[config.mk]
export PLATFORM = sky130hd
export DESIGN_NAME = nic_sequencer
export DESIGN_NICKNAME = d
export VERILOG_FILES = /design/src/rtl/nic_pkg.sv /design/src/rtl/nic_word_fifo.sv /design/src/rtl/nic_sequencer.sv
export SDC_FILE = /design/constraint.sdc
export NUM_CORES = 1
export LEC_CHECK = 0
export ABC_AREA = 1
export ABC_CLOCK_PERIOD_IN_PS = 5400
export BUFFER_PORTS_ARGS = -buffer_cell sky130_fd_sc_hd__buf_2
export CAP_MARGIN = 30
export CORE_MARGIN = 8
export CORE_UTILIZATION = 39
export CTS_CLUSTER_SIZE = 40
export DETAILED_ROUTE_END_ITERATION = 12
export SETUP_SLACK_MARGIN = 0.02
export SYNTH_ARGS = -nofsm -noshare
export SYNTH_HDL_FRONTEND = slang
export SYNTH_HIERARCHICAL = 1
export SYNTH_SLANG_ARGS = --single-unit
[constraint.sdc]
create_clock -name clk -period 5.4 [get_ports clk]
set_clock_uncertainty 0.05 [all_clocks]
set_input_delay 0.27 -clock clk [delete_from_list [all_inputs] [get_ports clk]]
set_output_delay 0.27 -clock clk [all_outputs]
set_load 0.03 [all_outputs]
[src/rtl/nic_pkg.sv]
// Shared constants and types for the NIC register-port sequencer.
package nic_pkg;
    localparam logic [1:0] NIC_OUT_BUF  = 2'b00;
    localparam logic [1:0] NIC_OUT_STAT = 2'b01;
    localparam logic [1:0] NIC_IN_BUF   = 2'b10;
    localparam logic [1:0] NIC_IN_STAT  = 2'b11;
    localparam int         NIC_STATUS_BIT = 63;

    typedef enum logic [2:0] {
        ST_IDLE,
        ST_POLL_OUT,
        ST_WRITE_OUT,
        ST_POLL_IN,
        ST_READ_IN
    } state_t;

    typedef enum logic {
        SVC_TX = 1'b0,
        SVC_RX = 1'b1
    } svc_t;
endpackage

[src/rtl/nic_word_fifo.sv]
// First-word-fall-through FIFO of 64-bit words; full refuses pushes even when popping.
module nic_word_fifo #(
    parameter int DEPTH = 4
) (
    input  logic        clk,
    input  logic        reset,
    input  logic        push,
    input  logic [0:63] push_data,
    input  logic        pop,
    output logic        full,
    output logic        empty,
    output logic [0:63] head
);
    localparam int AW = $clog2(DEPTH);
    localparam int CW = AW + 1;

    logic [0:63]   mem_q [DEPTH];
    logic [0:63]   mem_d [DEPTH];
    logic [AW-1:0] wr_ptr_q, wr_ptr_d, rd_ptr_q, rd_ptr_d;
    logic [CW-1:0] count_q, count_d;
    logic          do_push, do_pop;

    assign full    = (count_q == CW'(DEPTH));
    assign empty   = (count_q == '0);
    assign head    = mem_q[rd_ptr_q];
    assign do_push = push && !full;
    assign do_pop  = pop && !empty;

    always_comb begin
        mem_d    = mem_q;
        wr_ptr_d = wr_ptr_q;
        rd_ptr_d = rd_ptr_q;
        count_d  = count_q;
        if (do_push) begin
            mem_d[wr_ptr_q] = push_data;
            wr_ptr_d        = wr_ptr_q + 1'b1;
        end
        if (do_pop) rd_ptr_d = rd_ptr_q + 1'b1;
        case ({do_push, do_pop})
            2'b10:   count_d = count_q + 1'b1;
            2'b01:   count_d = count_q - 1'b1;
            default: count_d = count_q;
        endcase
    end

    always_ff @(posedge clk) begin
        if (reset) begin
            wr_ptr_q <= '0;
            rd_ptr_q <= '0;
            count_q  <= '0;
        end else begin
            mem_q    <= mem_d;
            wr_ptr_q <= wr_ptr_d;
            rd_ptr_q <= rd_ptr_d;
            count_q  <= count_d;
        end
    end
endmodule

[src/rtl/nic_sequencer.sv]
// Alternates TX writes and RX drains over the NIC register port; NIC outputs decode from state only.
module nic_sequencer
    import nic_pkg::*;
#(
    parameter int DEPTH = 4
) (
    input  logic        clk,
    input  logic        reset,
    input  logic        tx_valid,
    output logic        tx_ready,
    input  logic [0:63] tx_data,
    output logic        rx_valid,
    input  logic        rx_ready,
    output logic [0:63] rx_data,
    output logic [0:1]  nic_addr,
    output logic        nic_en,
    output logic        nic_wr_en,
    output logic [0:63] nic_d_in,
    input  logic [0:63] nic_d_out,
    output logic        busy
);
    state_t      state_q, state_d;
    svc_t        last_svc_q, last_svc_d;
    logic        tx_full, tx_empty, rx_full, rx_empty;
    logic        tx_pop, rx_push, tx_elig, rx_elig;
    logic [0:63] tx_head;

    assign tx_ready = !tx_full;
    assign rx_valid = !rx_empty;
    assign tx_elig  = !tx_empty;
    assign rx_elig  = !rx_full;
    assign busy     = (state_q != ST_IDLE) || !tx_empty || !rx_empty;

    nic_word_fifo #(.DEPTH(DEPTH)) u_tx_fifo (
        .clk(clk), .reset(reset),
        .push(tx_valid), .push_data(tx_data), .pop(tx_pop),
        .full(tx_full), .empty(tx_empty), .head(tx_head)
    );

    nic_word_fifo #(.DEPTH(DEPTH)) u_rx_fifo (
        .clk(clk), .reset(reset),
        .push(rx_push), .push_data(nic_d_out), .pop(rx_ready),
        .full(rx_full), .empty(rx_empty), .head(rx_data)
    );

    always_ff @(posedge clk) begin
        if (reset) begin
            state_q    <= ST_IDLE;
            last_svc_q <= SVC_RX;
        end else begin
            state_q    <= state_d;
            last_svc_q <= last_svc_d;
        end
    end

    always_comb begin
        state_d    = state_q;
        last_svc_d = last_svc_q;
        nic_addr   = NIC_OUT_BUF;
        nic_en     = 1'b0;
        nic_wr_en  = 1'b0;
        nic_d_in   = '0;
        tx_pop     = 1'b0;
        rx_push    = 1'b0;
        case (state_q)
            ST_IDLE: begin
                // When both sides want service, the one not served last goes first.
                if (tx_elig && (!rx_elig || last_svc_q == SVC_RX)) state_d = ST_POLL_OUT;
                else if (rx_elig)                                 state_d = ST_POLL_IN;
            end
            ST_POLL_OUT: begin
                nic_addr = NIC_OUT_STAT;
                nic_en   = 1'b1;
                if (!nic_d_out[NIC_STATUS_BIT]) begin
                    state_d = ST_WRITE_OUT;
                end else begin
                    state_d    = ST_IDLE;
                    last_svc_d = SVC_TX;
                end
            end
            ST_WRITE_OUT: begin
                nic_addr   = NIC_OUT_BUF;
                nic_en     = 1'b1;
                nic_wr_en  = 1'b1;
                nic_d_in   = tx_head;
                tx_pop     = 1'b1;
                last_svc_d = SVC_TX;
                state_d    = ST_IDLE;
            end
            ST_POLL_IN: begin
                nic_addr = NIC_IN_STAT;
                nic_en   = 1'b1;
                if (nic_d_out[NIC_STATUS_BIT]) begin
                    state_d = ST_READ_IN;
                end else begin
                    state_d    = ST_IDLE;
                    last_svc_d = SVC_RX;
                end
            end
            ST_READ_IN: begin
                // RX space was confirmed in IDLE and nothing else pushes RX.
                nic_addr   = NIC_IN_BUF;
                nic_en     = 1'b1;
                rx_push    = 1'b1;
                last_svc_d = SVC_RX;
                state_d    = ST_IDLE;
            end
            default: state_d = ST_IDLE;
        endcase
    end
endmodule
==> results of run 1 <==
==> through the flow <==
step                      total power [uW]  hold slack (ps)  worst slack, ps
after detailed placement              6990              408             2540
final                                10800              389             1930
after CTS                            10900              337             1870
after global routing                 11300              361             1690
after global placement                6970              396             2550
after floorplan                       6460              289             1190
==> routing by layer <==
layer  global-route usage  wire (um)  part of all wire  up-vias
li1                     -          -                 -     6396
met1                0.201      21600              0.44     6626
met2                0.263      24100              0.49      386
met3               0.0326       2800             0.057       66
met4               0.0384        758             0.015        8
met5                    0         46           0.00093        -
==> flip-flops by register name, indices dropped and copies added (netlist names) <==
| register | flops |
|---|---|
| u_rx_fifo/mem_q | 256 |
| u_tx_fifo/mem_q | 256 |
| state_q | 3 |
| u_rx_fifo/count_q | 3 |
| u_tx_fifo/count_q | 3 |
| u_rx_fifo/rd_ptr_q | 2 |
| u_rx_fifo/wr_ptr_q | 2 |
| u_tx_fifo/rd_ptr_q | 2 |
| u_tx_fifo/wr_ptr_q | 2 |
| last_svc_q | 1 |
==> power groups by stage <==
| stage | registers [uW] | logic, uW | clock network (uW) |
|---|---|---|---|
| floorplan | 4730 | 1730 | 0 |
| global placement | 4770 | 2190 | 0 |
| detailed placement | 4780 | 2220 | 0 |
| CTS | 4690 | 2300 | 3950 |
| global route | 4700 | 2470 | 4110 |
| finish | 4690 | 2260 | 3850 |
==> cells by family after synthesis <==
logic type	Yosys count
buffers and inverters	204
DFF	530
and+or+nand+nor	409
adders and majority gates	12
AOI/OAI and AO/OA	400
==> area by class of cell <==
type / count / area (um2) / area share
repair buffers: 422 / 2870 / 0.110
clock buffers: 66 / 1460 / 0.0559
clock inverters: 37 / 405 / 0.0155
flip-flops and latches: 530 / 15700 / 0.603
diodes: 3 / 7.51 / 0.000287
inverters: 112 / 425 / 0.0163
multi-input cells: 821 / 4340 / 0.166
well taps: 696 / 871 / 0.0333
==> cell usage after synthesis <==
master | count | area share
a21oi_1 | 10 | 0.0024
buf_1 | 2 | 0.00036
buf_12 | 6 | 0.0057
buf_2 | 25 | 0.0059
buf_4 | 5 | 0.0018
buf_6 | 24 | 0.013
clkbuf_1 | 30 | 0.0053
dfxtp_1 | 18 | 0.017
edfxtp_1 | 512 | 0.73
fa_1 | 2 | 0.0019
ha_1 | 10 | 0.0059
inv_1 | 105 | 0.019
inv_2 | 5 | 0.00089
inv_4 | 2 | 0.00059
nand2_1 | 41 | 0.0073
nand3_1 | 10 | 0.0024
nand3_2 | 1 | 0.00047
nand3_4 | 1 | 0.00083
nand3b_1 | 2 | 0.00071
nand4_1 | 2 | 0.00059
nor2_1 | 302 | 0.054
nor2_4 | 50 | 0.027
o21ai_0 | 168 | 0.040
o21ai_1 | 94 | 0.022
o22ai_1 | 128 | 0.038
==> what timing repair did <==
| action | 4_1_cts | 5_1_grt |
|---|---|---|
| hold buffers | 132 | 0 |
| endpoints found under the hold margin | 521 | 0 |
| setup buffers | 0 | 0 |
==> path summary, 6_finish.rpt <==
kind	cells after the start	startpoint	slack, ps	end
setup / recovery	7	u_tx_fifo/rd_ptr_q[0]	1930	nic_d_in[49]
setup reg to reg	8	state_q[1]	2570	u_rx_fifo/mem_q[196]
hold / removal	2	tx_data[34]	390	u_tx_fifo/mem_q[157]
hold reg to reg	2	last_svc_q	410	last_svc_q
==> impl_metrics.py, run 1 <==
metrics = {
    "run_status": {
        "status": "complete, no violations",
    },
    "die": {
        "die_w_um": 249,
        "top_level_ports": 267,
        "start_util": 0.393,
        "core_area_um2": 53700,
        "die_area_um2": 61800,
        "die_h_um": 249,
        "rows": 85,
    },
    "global_route": {
        "grt_max_degree": 101,
        "grt_pass1_vias": 13600,
        "track_usage": 0.155,
        "grt_overflow": 0,
        "antenna_found_initial": 7,
        "grt_pass1_wl_um": 77300,
    },
    "routing": {
        "vias": 13500,
        "vias_per_cell": 5.02,
        "ant_nets": 0,
        "wl_per_cell_um": 18.4,
        "drt_pass1_iterations": 5,
        "drt_iter0_drc": 856,
        "drt-total-wl_um": 49300,
        "drc": 0,
    },
    "logic_synthesis": {
        "synth_fa_ha_area_frac": 0.00782,
        "ys_warn_count": 6,
        "synth-xor-area-share": 0,
        "ys_types": 25,
        "netlist_area_um2": 21100,
        "avgSynthCellArea_um2": 13.6,
        "muxShareOfSynthArea": 0,
        "synth_top_family_by_area": "compound AO/OA/AOI/OAI gates",
        "synth_compound_area_frac": 0.102,
        "syn-num-nets": 1699,
        "yosysSeqAreaShare": 0.745,
        "synth-simple-area-share": 0.0926,
        "netlist_instances": 1555,
        "ys_seq_elements": 530,
    },
    "cts": {
        "cts.repair.resized": 0,
        "clock_latency_ps": 590,
        "clk_pin_slew_ps": 60,
        "root_buffer": "clkbuf_16",
        "cts_tree": "built",
        "cts_sinks": 530,
        "clockBufferDepth": 3,
        "cts.htree.levels": 2,
        "numCtsBuffers": 57,
    },
    "setup_path": {
        "worst-path-max-fanout": 88,
        "crit_required_ps": 5080,
        "path_class": "flip-flop to output pin",
        "path_cells": "inv_4 -> buf_4 -> nor2_1 -> o22ai_1 -> inv_1 -> nor2_4 -> buf_2",
        "crit_family": "buffers and inverters",
        "endpoint_kind": "output pin",
        "cp-start-kind": "flip-flop",
        "slowest_delay_ps": 730,
        "cp.buffers_inverters": 4,
        "crit_slowest_cell": "inv_4",
        "cp.arrival_ps": 3150,
    },
    "layout": {
        "drive_above_1_share": 0.223,
        "fin_area_um2": 26100,
        "final_core_utilization": 0.487,
        "final_common_cell": "edfxtp_1",
        "nNetsFinal": 2088,
        "area_growth_pct": 23.7,
        "fill_cells": 4681,
        "fin_cells": 2687,
        "final_cell_mix": "512 x edfxtp_1, 294 x nor2_1, 266 x buf_2",
    },
    "placement": {
        "port_buffers": 266,
        "hpwlAfterDp_um": 29200,
        "place_congestion": 0.743,
        "placed_cell_area_um2": 22900,
        "post-place-cells": 2447,
    },
    "pwr": {
        "swShare": 0.301,
        "power_frac_comb": 0.210,
        "p_switching_uw": 3250,
        "p_int_uw": 7550,
        "clkPwrFrac": 0.356,
        "power.leakage_uw": 0.00959,
        "cellPowerDensity_nw_per_um2": 413,
        "peakVddDrop_mv": 0.287,
        "p_seq_frac": 0.434,
    },
    "sta": {
        "relSlewSlack": 0.318,
        "final.min_clock_period_ps": 3470,
        "fin_tns_setup_ps": 0,
        "rsz0062_at_grt": "no",
        "setup_violations": 0,
        "period_share": 0.642,
        "max_freq_mhz": 288,
        "drv_slew": 0,
        "finalHoldViolCount": 0,
        "worst_slew_pin_slew_ps": 1020,
    },
    "job": {
        "drv_cap": 0,
    },
    "worst_hold_path": {
        "min_path_type": "input port to flip-flop",
    },
}
Power figures use the tool's default switching activity.
==> run 2, diff against run 1 <==
--- a/config.mk
+++ b/config.mk
@@ -5,8 +5,8 @@
 export SDC_FILE = /design/constraint.sdc
 export NUM_CORES = 1
 export LEC_CHECK = 0
-export ABC_AREA = 1
-export ABC_CLOCK_PERIOD_IN_PS = 5400
+export ABC_AREA = 0
+export ABC_CLOCK_PERIOD_IN_PS = 3550
 export BUFFER_PORTS_ARGS = -buffer_cell sky130_fd_sc_hd__buf_2
 export CAP_MARGIN = 30
 export CORE_MARGIN = 8
==> constraint.sdc (replaced) <==
create_clock -name clk -period 3.55 [get_ports clk]
set_clock_uncertainty 0.05 [all_clocks]
set_input_delay 0.1775 -clock clk [delete_from_list [all_inputs] [get_ports clk]]
set_output_delay 0.1775 -clock clk [all_outputs]
set_load 0.03 [all_outputs]
==> run 2 against run 1 <==
Effect of this change: die area shrank 4.8%; sequential power grew 52%; combinational power shrank 8%; via count shrank 26%; hold slack lost 300 ps; register-to-register slack lost 1800 ps; sequential share of layout area grew 1.6 points; global-route usage shrank 1.3 points.
==> impl_metrics.py, run 2 <==
metrics = {
    "global_route": {
        "grt_overflow": 0,
        "track_usage": 0.142,
        "grt_max_degree": 67,
        "grt_pass1_wl_um": 65700,
        "antenna_found_initial": 3,
        "grt_pass1_vias": 11100,
    },
    "placement": {
        "port_buffers": 266,
        "hpwlAfterDp_um": 25700,
        "post-place-ws_ps": 796,
        "place_congestion": 0.712,
        "post-place-cells": 1808,
    },
    "cts": {
        "root_buffer": "clkbuf_16",
        "clockBufferDepth": 3,
        "ctsHoldBuffers": 130,
        "cts.htree.levels": 2,
        "clk_pin_slew_ps": 60,
        "cts_setup_buffers": 0,
        "cts_tree": "built",
        "clock_latency_ps": 580,
        "numCtsBuffers": 56,
        "cts_sinks": 530,
        "cts.repair.resized": 0,
    },
    "die": {
        "die_h_um": 243,
        "rows": 83,
        "die_w_um": 243,
        "core_area_um2": 51100,
        "top_level_ports": 267,
        "start_util": 0.392,
        "die_area_um2": 58900,
    },
    "sta": {
        "max_freq_mhz": 364,
        "rsz0062_at_grt": "no",
        "fin_hold_ws_ps": 88.4,
        "period_share": 0.773,
        "setup_violations": 0,
        "finalHoldViolCount": 0,
        "relSlewSlack": 0.462,
        "drv_slew": 0,
        "fin_ws_ps": 806,
        "worst_slew_pin_slew_ps": 806,
        "final.min_clock_period_ps": 2740,
    },
    "logic_synthesis": {
        "yosysMostFrequentCell": "edfxtp_1",
        "synthFlopType": "edfxtp_1",
        "yosys-top-cells-count": "512 x edfxtp_1, 128 x mux4_2, 65 x and2_1",
        "async_flop_share": 0,
        "yosysTopAreaCell": "edfxtp_1",
        "synth_area_leaders": "edfxtp_1 77%, mux4_2 14%, and2_1 2.0%, dfxtp_1 1.8%, ha_1 0.62%",
        "yosys.area.top_type_share": 0.767,
        "ys_types": 33,
        "netlist_area_um2": 20000,
        "syn-num-nets": 1016,
        "yosysSeqAreaShare": 0.785,
        "synth_edf_count": 512,
        "netlist_instances": 872,
        "avgSynthCellArea_um2": 23.0,
        "ys_warn_count": 6,
        "ys_seq_elements": 530,
    },
    "pwr": {
        "cellPowerDensity_nw_per_um2": 574,
        "swShare": 0.247,
        "p_int_uw": 11000,
        "p_seq_frac": 0.487,
        "clkPwrFrac": 0.370,
        "p_switching_uw": 3620,
        "peakVddDrop_mv": 0.465,
        "power_frac_comb": 0.142,
        "power.leakage_uw": 0.00867,
    },
    "layout": {
        "nNetsFinal": 1460,
        "reg_top3": "u_rx_fifo/mem_q (256), u_tx_fifo/mem_q (256)",
        "final_cell_mix": "512 x edfxtp_1, 266 x buf_2, 130 x dlygate4sd3_1",
        "fin_cells": 2041,
        "area_growth_pct": 27.1,
        "final_common_cell": "edfxtp_1",
        "drive_above_1_share": 0.377,
    },
    "setup_path": {
        "cp.buffers_inverters": 1,
        "worst-path-max-fanout": 6,
        "crit_slowest_cell": "nand2b_1",
        "crit_required_ps": 4010,
        "endpoint_kind": "flip-flop",
        "cp.arrival_ps": 3200,
        "slowest_delay_ps": 510,
        "path_cells": "nor3b_1 -> nand2b_1 -> ha_1 -> inv_1 -> fa_1 -> xor2_1 -> or3_1 -> a21oi_1",
        "cp-start-kind": "flip-flop",
        "crit_family": "simple AND/OR/NAND/NOR gates",
        "path_class": "flip-flop to flip-flop",
    },
    "run_status": {
        "status": "complete, no violations",
    },
    "routing": {
        "ant_nets": 0,
        "wl_per_cell_um": 20.7,
        "drt-total-wl_um": 42300,
        "vias": 10000,
        "drt_pass1_iterations": 4,
        "drt_iter0_drc": 468,
        "drc": 0,
        "vias_per_cell": 4.91,
    },
    "worst_hold_path": {
        "min_path_type": "input port to flip-flop",
    },
    "job": {
        "drv_cap": 0,
    },
}
[run 2: changes by cell type in the layout (fill, tap and decap cells not counted), moves of 36 or more]
cell | before | now
o21ai_0 | 168 | 8
and2_1 | 0 | 65
nor2_4 | 58 | 1
mux4_2 | 0 | 128
inv_1 | 105 | 17
o22ai_1 | 128 | 0
o21ai_1 | 94 | 0
nand2_1 | 41 | 5
nor2_1 | 294 | 11
[run 2: worst reg2reg max path, stage by stage (launching register included)]
cell      delay (ps)
dfxtp_1          380
nor3b_1          410
nand2b_1         510
ha_1             280
inv_1             60
fa_1             370
xor2_1           160
or3_1            300
a21oi_1          140
[run 2: kinds of logic (layout without fill, tap and decap cells)]
logic type	Yosys count	in the layout	synth area share
AO/OA/AOI/OAI	23	23	0.00643
XOR/XNOR	7	7	0.00306
adder cells (fa/ha/maj)	12	12	0.00824
buffers and inverters	58	546	0.0179
flip-flops	530	530	0.785
multiplexers	130	130	0.145
other	0	1	0
AND/OR/NAND/NOR	112	112	0.0345
[run 2: final timing paths]
check | from | end | slack (ps) | cells after the start
max | u_rx_fifo/count_q[2] | u_rx_fifo/count_q[2] | 810 | 8
min | reset | u_tx_fifo/count_q[0] | 90 | 2
max reg2reg | u_rx_fifo/count_q[2] | u_rx_fifo/count_q[2] | 810 | 8
min reg2reg | u_tx_fifo/wr_ptr_q[1] | u_tx_fifo/wr_ptr_q[1] | 480 | 2
[run 2: power groups by stage]
stage,logic (uW),registers [uW],clock network [uW]
floorplan,1450,7200,0
global placement,2000,7250,0
detailed placement,2010,7260,0
CTS,2140,7130,5600
global route,2250,7140,5810
finish,2080,7130,5410
[run 2: routing by layer]
| metal | vias to the layer above | part of all wire | global-route usage |
|---|---|---|---|
| met3 | 57 | 0.066 | 0.0389 |
| met2 | 267 | 0.50 | 0.240 |
| li1 | 4490 | - | - |
| met1 | 5206 | 0.42 | 0.179 |
| met4 | 4 | 0.018 | 0.0383 |
| met5 | - | 0.00054 | 0.00504 |
[run 2: cell type report]
class / instances / area [um2]
antenna: 1 / 2.50
inverter: 17 / 63.8
clock inverter: 31 / 225
multi-input combinational: 284 / 4040
timing repair buffer: 427 / 3070
clock buffer: 71 / 1480
tap: 680 / 851
fill: 4170 / 25600
sequential: 530 / 15700
[run 2: through the flow]
stage	utilization	TNS, ps	power (uW)	cell area [um2]
2_1_floorplan	-	-136570	8660	20100
3_3_place_gp	0.440	0	9250	22500
3_5_place_dp	0.440	0	9270	22500
4_1_cts	0.499	0	14900	25500
5_1_grt	0.499	0	15200	25500
6_report	0.499	0	14600	25500
